--- src/rtl/wb_retire_ctrl.sv ---
// Writeback/retire controller: selects register-file write data, counts
// retirements and cycles, and sequences FENCE stalls and EBREAK/ECALL halts.
module wb_retire_ctrl #(
    parameter int DRAIN_CYCLES = 2,
    parameter int FENCE_CYCLES = 3,
    parameter int EXIT_REG     = 10
) (
    input  logic        clk,
    input  logic        rst,
    input  logic        wb_valid,
    input  logic [31:0] wb_pc,
    input  logic [31:0] wb_wb_candidate,
    input  logic [31:0] wb_load_data,
    input  logic [31:0] wb_csr_data,
    input  logic        wb_csr_hit,
    input  logic [4:0]  wb_rd_addr,
    input  logic        wb_reg_write,
    input  logic [1:0]  wb_wb_sel,
    input  logic        wb_ebreak,
    input  logic        wb_ecall,
    input  logic        wb_fence,
    output logic        rf_we,
    output logic [4:0]  rf_waddr,
    output logic [31:0] rf_wdata,
    output logic        stall_req,
    output logic        halted,
    output logic [1:0]  trap_cause,
    output logic [31:0] halt_pc,
    output logic [31:0] exit_code,
    output logic [63:0] instret,
    output logic [63:0] cycle
);

    typedef enum logic [1:0] {RUN, FENCE_DRAIN, HALT_DRAIN, HALTED} state_t;

    state_t      state_q, state_d;
    logic [3:0]  cnt_q, cnt_d;
    logic [1:0]  trap_cause_q, trap_cause_d;
    logic [31:0] halt_pc_q, halt_pc_d;
    logic [31:0] exit_code_q, exit_code_d;
    logic [31:0] shadow_q, shadow_d;
    logic [63:0] instret_q, instret_d;
    logic [63:0] cycle_q, cycle_d;

    logic active, retire, trap;

    assign active = (state_q == RUN) || (state_q == FENCE_DRAIN);
    assign retire = wb_valid && active;
    assign trap   = retire && (wb_ebreak || wb_ecall);

    always_comb begin
        case (wb_wb_sel)
            2'd1:    rf_wdata = wb_load_data;
            2'd2:    rf_wdata = wb_csr_hit ? wb_csr_data : 32'd0;
            default: rf_wdata = wb_wb_candidate;
        endcase
    end

    assign rf_waddr = wb_rd_addr;
    assign rf_we    = retire && wb_reg_write && (wb_rd_addr != 5'd0) && !rst;

    always_comb begin
        state_d      = state_q;
        cnt_d        = cnt_q;
        trap_cause_d = trap_cause_q;
        halt_pc_d    = halt_pc_q;
        exit_code_d  = exit_code_q;
        instret_d    = instret_q + {63'd0, retire};
        cycle_d      = (state_q != HALTED) ? cycle_q + 64'd1 : cycle_q;
        shadow_d     = (rf_we && wb_rd_addr == 5'(EXIT_REG)) ? rf_wdata : shadow_q;

        if (trap) begin
            state_d      = HALT_DRAIN;
            cnt_d        = 4'(DRAIN_CYCLES);
            trap_cause_d = wb_ebreak ? 2'd1 : 2'd2;
            halt_pc_d    = wb_pc;
            // shadow_d already carries a same-cycle write to the exit register
            exit_code_d  = shadow_d;
        end else if (retire && wb_fence) begin
            state_d = FENCE_DRAIN;
            cnt_d   = 4'(FENCE_CYCLES);
        end else if (state_q == FENCE_DRAIN || state_q == HALT_DRAIN) begin
            if (cnt_q <= 4'd1) begin
                state_d = (state_q == FENCE_DRAIN) ? RUN : HALTED;
                cnt_d   = 4'd0;
            end else begin
                cnt_d = cnt_q - 4'd1;
            end
        end
    end

    always_ff @(posedge clk or posedge rst) begin
        if (rst) begin
            state_q      <= RUN;
            cnt_q        <= 4'd0;
            trap_cause_q <= 2'd0;
            halt_pc_q    <= 32'd0;
            exit_code_q  <= 32'd0;
            shadow_q     <= 32'd0;
            instret_q    <= 64'd0;
            cycle_q      <= 64'd0;
        end else begin
            state_q      <= state_d;
            cnt_q        <= cnt_d;
            trap_cause_q <= trap_cause_d;
            halt_pc_q    <= halt_pc_d;
            exit_code_q  <= exit_code_d;
            shadow_q     <= shadow_d;
            instret_q    <= instret_d;
            cycle_q      <= cycle_d;
        end
    end

    assign stall_req  = (state_q != RUN);
    assign halted     = (state_q == HALTED);
    assign trap_cause = trap_cause_q;
    assign halt_pc    = halt_pc_q;
    assign exit_code  = exit_code_q;
    assign instret    = instret_q;
    assign cycle      = cycle_q;

endmodule

--- config.mk ---
export PLATFORM = sky130hd
export DESIGN_NAME = wb_retire_ctrl
export DESIGN_NICKNAME = d
export VERILOG_FILES = /design/src/rtl/wb_retire_ctrl.sv
export SDC_FILE = /design/constraint.sdc
export NUM_CORES = 1
export LEC_CHECK = 0
export ABC_CLOCK_PERIOD_IN_PS = 25100
export CORE_UTILIZATION = 51
export CTS_BUF_LIST = sky130_fd_sc_hd__clkbuf_4
export DETAILED_ROUTE_END_ITERATION = 8
export PLACE_DENSITY = 0.86
export REMOVE_ABC_BUFFERS = 1
export SLEW_MARGIN = 25
export SYNTH_ARGS = -nofsm -noshare
export SYNTH_HDL_FRONTEND = slang
export SYNTH_SLANG_ARGS = --single-unit
--- constraint.sdc ---
create_clock -name clk -period 25.1 [get_ports clk]
set_clock_uncertainty 0.1 [all_clocks]
set_input_delay 6.275 -clock clk [delete_from_list [all_inputs] [get_ports clk]]
set_output_delay 6.275 -clock clk [all_outputs]
set_load 0.02 [all_outputs]
==> results of run 1 <==
-- cell type report --
class,instances,area (µm²)
antenna,1,2.50
clock buffer,78,586
clock inverter,14,61.3
fill,1480,5090
inverter,21,86.3
multi-input combinational,644,4650
sequential,232,5810
tap,270,338
timing repair buffer,382,3810
-- worst register-to-register path, cell delays in order (launching register included) --
cell and delay [ns]:
dfrtp_1 0.40, inv_1 0.08, ha_1 0.16, o21a_2 0.25, ha_1 0.23, ha_1 0.21, and4_1 0.28, and3_1 0.31
and3_1 0.57, nand4_1 0.22, xnor2_1 0.17
-- sequential cells by signal, summed over array words and instances (netlist names) --
register,count
halt_pc,32
state_q,2
shadow_q,32
instret,64
exit_code,32
trap_cause,2
cycle,64
cnt_q,4
-- through the flow --
step                      util [%]  instances  hold WS, ns  area, µm²  setup WS [ns]
after CTS                     75.1       1641        0.386      15300           9.90
after global routing          75.1       1642        0.403      15300           9.70
after floorplan                  -        897        0.358      10500           6.76
after global placement        71.9       1549        0.362      14700           9.95
final                         75.1       1642        0.383      15300           9.88
after detailed placement      71.9       1549        0.371      14700           9.90
-- metal layers --
| layer | part of all wire, % | wire [µm] | track usage, % |
|---|---|---|---|
| met3 | 8.5 | 2620 | 8.70 |
| met5 | 0 | 0 | 0 |
| met1 | 39 | 12000 | 33.5 |
| met4 | 2.8 | 853 | 11.6 |
| met2 | 50 | 15400 | 47.1 |
-- final timing paths --
path	to	slack [ns]
setup reg to reg	instret[36]	21.99
setup / recovery	rf_wdata[20]	9.88
max in group asynchronous	shadow_q[30]	16.84
hold reg to reg	instret[63]	0.38
hold / removal	instret[63]	0.38
min in group asynchronous	cycle[16]	6.00
-- kinds of logic after synthesis --
| kind of cell | Yosys count | synth area share (%) |
|---|---|---|
| buffers and inverters | 63 | 2.66 |
| AND/OR/NAND/NOR | 334 | 18.0 |
| flip-flops | 232 | 54.1 |
| multiplexers | 97 | 10.2 |
| adder cells (fa/ha/maj) | 10 | 1.17 |
| XOR/XNOR | 125 | 10.2 |
| AO/OA/AOI/OAI | 78 | 3.72 |
-- synth_stat cells (all sizes together) (2+ instances only) --
library cell  number
nand4             39
buf               15
or2                3
nand3             89
ha                10
xnor2             83
xor2              42
inv               21
mux2              97
dfrtp            232
and3              16
and4              11
or3                2
nor2              33
nand2b             3
nand2             52
nor4              20
clkbuf            27
a21oi             69
o21ai              6
nor2b             33
and2               3
nor3              26
-- report_power, final --
part           switching [mW]  internal [mW]  leakage (nW)
Sequential             0.0353          0.428          3.12
Combinational           0.175          0.176          3.25
Clock                   0.144          0.142         0.391
Total                   0.354          0.747          6.76
==> impl_metrics.ini, run 1 <==
[cts]
cts_inserted_buffers = 58
path_clk_slew_ns = 0.06
post_cts_buffers = 0
clk_latency_ns = 0.67
htree_num_levels = 2
cts_tree = built
cts-root-buf = clkbuf_4
postCtsHoldBufs = 0
cts_sinks = 232
clock_path_buffers = 3
cts_resized = 0

[final_layout]
area_growth_pct = 43.0
nets = 1492
final_common_cell = clkdlybuf4s50_1
layout-drive-gt1-share_pct = 15.2
mostFrequentLayoutCells = clkdlybuf4s50_1 (376), dfrtp_1 (232), mux2_2 (92), nand3_1 (86), xnor2_1 (83)

[setup_path]
start_kind = input port
crit_family = buffers and inverters
cpPeakStageDelay_ns = 0.97
setup.worst_path.start = wb_wb_sel[0]
path_cells = clkdlybuf4s50_1 > inv_1 > ha_2 > a21oi_1 > a21oi_1 > clkdlybuf4s50_1
cp-end-kind = primary output
worst_ep_arrival_time_ns = 8.84
critical_path_class = input port to primary output
cp.depth = 6
cp.required_ns = 18.72
critPathBufInv = 3
crit_path_max_fanout = 64
r2r.worst_path.cells = 10
cp_slowest_cell = ha_2
rr_startpoint = state_q[1]

[power]
leakage_nw = 6.76
ir_drop_v = 0.0000586
powerDensity_nw_per_um2 = 71.8
power_mw = 1.10

[timing]
hold_viol = 0
fin_crit_ns = 15.22
finalCritPeriodShare_pct = 60.6
tightest_slew_ns = 0.986
max_freq_mhz = 65.7
slew_headroom_pct = 34.2
setup-tns-final_ns = 0
drv_slew = 0
setup_viol = 0
rsz0062_at_grt = no

[routing]
drc = 0
viasPerCell = 5.40
routed_wl_mm = 30.8
firstDrtPassIters = 5
vias = 8866
drt-initial-drc-count = 300
wl_per_cell_um = 18.8
ant_nets = 0

[yosys]
synth_top_area_share_pct = 54.1
syn_inst = 939
ys_warn_count = 0
synthFlopType = dfrtp_1
synthTopCellsByArea = dfrtp_1 (54%), mux2_2 (9.7%), xnor2_1 (6.8%)
yosysTopAreaCell = dfrtp_1
yosysUniqueCellTypes = 42
avgSynthCellArea_um2 = 11.4
ys_ff_latch = 232
async_reset_ff_share_pct = 100
synth_seq_area_share_pct = 54.1
synth_edf_count = 0
syn_area_um2 = 10700

[floorplan]
ios = 377
start_util_pct = 52.5
core_area_um2 = 20400
dieArea_um2 = 21600
die_w_um = 147
die_h_um = 147
rows = 52

[global_route]
grt_usage_pct = 28.1
grt_max_degree = 114
grt_overflow_total = 0
grt_pass1_vias = 9060
grt_first_pass_wirelength_mm = 47.9
antenna_found_initial = 1

[worst_hold_path]
holdCritStartpoint = instret[63]
whs_path_depth = 1
min_path_type = flop to flop

[placed_design]
io_buffers = 376
dp_hpwl_mm = 22.5
gp_congestion = 0.872

[run_status]
status = finished, final reports clean

[run]
drv_cap = 0
Power figures use the tool's default switching activity.
==> run 2: changes to the inputs <==
ABC_CLOCK_PERIOD_IN_PS = 13600   (was 25100)
CORE_ASPECT_RATIO = 1.5   (was not set)
CORE_UTILIZATION = 42   (was 51)
PLACE_DENSITY = 0.75   (was 0.86)
clock period = 13.6 ns   (was 25.1 ns; I/O delays follow)
==> run 2 against run 1 <==
  * Global-route usage decreased by 4.1 points
  * Routed wire length grew 2.8%
  * Count of clock-buffer cells in the layout grew 1
  * Flip-flop and latch count stayed put
  * Sequential share of layout area is 0.31 points lower
  * Final cell count is 4.2% higher
  * Utilization is 13 points lower
  * Hold slack got worse by 0.0040 ns
  * First-iteration DRC count down 8.3%
  * Register-to-register slack got worse by 12 ns
  * Setup slack worse by 6.1 ns
  * Largest cell class unchanged
==> impl_metrics.ini, run 2 (synthesized netlist as in run 1, its figures left out) <==
[timing]
finalCritPeriodShare_pct = 72.2
rsz0062_at_grt = no
hold_viol = 0
fin_crit_ns = 9.82
setup_viol = 0
max_freq_mhz = 102
tightest_slew_ns = 0.948
slew_headroom_pct = 36.8
drv_slew = 0
hold_slack_ns = 0.379
setup-tns-final_ns = 0

[worst_hold_path]
min_path_type = flop to flop
whs_path_depth = 1

[setup_path]
critical_path_class = input port to primary output
crit_path_max_fanout = 35
r2r.worst_path.cells = 10
crit_family = buffers and inverters
cp.required_ns = 10.10
cp.depth = 7
start_kind = input port
cp_slowest_cell = ha_1
critPathBufInv = 4
cpPeakStageDelay_ns = 0.87
cp-end-kind = primary output
path_cells = clkdlybuf4s50_1 > inv_1 > ha_1 > buf_4 > a21oi_1 > a21oi_1 > clkdlybuf4s50_1
worst_ep_arrival_time_ns = 6.32

[placed_design]
dp_hpwl_mm = 23.3
io_buffers = 376
gp_congestion = 0.869
dp_cells = 1606
placed_area_um2 = 14800

[cts]
cts_resized = 0
clock_path_buffers = 3
clk_latency_ns = 0.69
post_cts_buffers = 0
cts_sinks = 232
cts_tree = built
cts_inserted_buffers = 55
htree_num_levels = 2
cts-root-buf = clkbuf_4
postCtsHoldBufs = 0
path_clk_slew_ns = 0.06

[floorplan]
ios = 377
start_util_pct = 42.8
die_w_um = 133
die_h_um = 198
dieArea_um2 = 26200
rows = 71
core_area_um2 = 25100

[global_route]
antenna_found_initial = 1
grt_max_degree = 92
grt_pass1_vias = 9150
grtUsageMet2_pct = 42.3
grt_usage_pct = 24.0
grtUsageMet3_pct = 6.68
grt_first_pass_wirelength_mm = 49.1
grt_overflow_total = 0
busiest_layer = met2
met1_usage_pct = 25.5

[power]
p_int_mw = 1.38
power.share.switching_pct = 32.5
switching_power_mw = 0.666
leakage_nw = 6.79
power_mw = 2.05
clock_power_share_pct = 26.7
powerDensity_nw_per_um2 = 133
ir_drop_v = 0.000145
seqPwrFrac_pct = 41.8
combPwrFrac_pct = 31.5

[final_layout]
final_cell_area_um2 = 15500
layout-drive-gt1-share_pct = 15.2
area_growth_pct = 44.1
final_common_cell = clkdlybuf4s50_1
nets = 1489
fill_cells = 2086
layoutNonFillerInstCount = 1711
mostFrequentLayoutCells = clkdlybuf4s50_1 (375), dfrtp_1 (232), mux2_2 (92), nand3_1 (86), xnor2_1 (83)

[run_status]
status = finished, final reports clean

[routing]
routed_wl_mm = 31.7
drt-initial-drc-count = 275
ant_nets = 0
firstDrtPassIters = 4
vias = 8895
drc = 0
viasPerCell = 5.20
wl_per_cell_um = 18.5

[run]
drv_cap = 0
==> run 2: cell count changes in the layout (fill, tap and decap cells not counted) <==
cell and delta:
buf_16 +1, buf_2 +1, buf_4 -1, clkbuf_4 +1, clkdlybuf4s50_1 -1, clkinv_1 +11
clkinv_2 -2, clkinvlp_4 -1, inv_2 +2, or2_1 -1, or2_2 +1
==> run 2: stage by stage <==
| stage | setup slack, ns | utilization (%) |
|---|---|---|
| 3_3_place_gp | 3.84 | 58.9 |
| 5_1_grt | 3.60 | 61.7 |
| 4_1_cts | 3.78 | 61.6 |
| 6_report | 3.78 | 61.7 |
| 3_5_place_dp | 3.77 | 58.9 |
| 2_1_floorplan | 1.01 | - |
==> run 2: power by group through the flow <==
stage	registers, mW	clock network (mW)	logic, mW
2_1_floorplan	0.962	0	0.241
3_3_place_gp	0.864	0	0.641
3_5_place_dp	0.870	0	0.649
4_1_cts	0.857	0.571	0.652
5_1_grt	0.870	0.604	0.690
6_report	0.857	0.547	0.647
==> run 2: cell type report <==
cell class,instances,area [µm²],area share [%]
antenna,1,2.50,0.0162
sequential,232,5810,37.5
inverter,21,86.3,0.558
tap,328,410,2.65
clock inverter,24,92.6,0.599
timing repair buffer,382,3820,24.7
multi-input combinational,644,4650,30.1
clock buffer,79,593,3.83
==> run 2: worst register-to-register path: cells and delay by family (launching register included) <==
kind,cells,cell delay [ns]
AO/OA/AOI/OAI,1,0.20
XOR/XNOR,1,0.18
adder cells (fa/ha/maj),3,0.63
buffers and inverters,1,0.07
flip-flops,1,0.42
AND/OR/NAND/NOR,4,1.44
==> run 2: per-layer routing <==
metal | part of all wire (%) | wire length (µm)
met5 | 0 | 0
met4 | 5.2 | 1650
met2 | 52 | 16400
met1 | 36 | 11500
met3 | 6.8 | 2160
==> run 2: final timing paths <==
path / start / endpoint / slack, ns
min: cycle[63] / cycle[63] / 0.38
min reg2reg: cycle[63] / cycle[63] / 0.38
max: wb_wb_sel[0] / rf_wdata[16] / 3.78
min in group asynchronous: rst / cycle[49] / 3.14
max in group asynchronous: rst / instret[2] / 8.91
max reg2reg: state_q[0] / instret[52] / 10.45
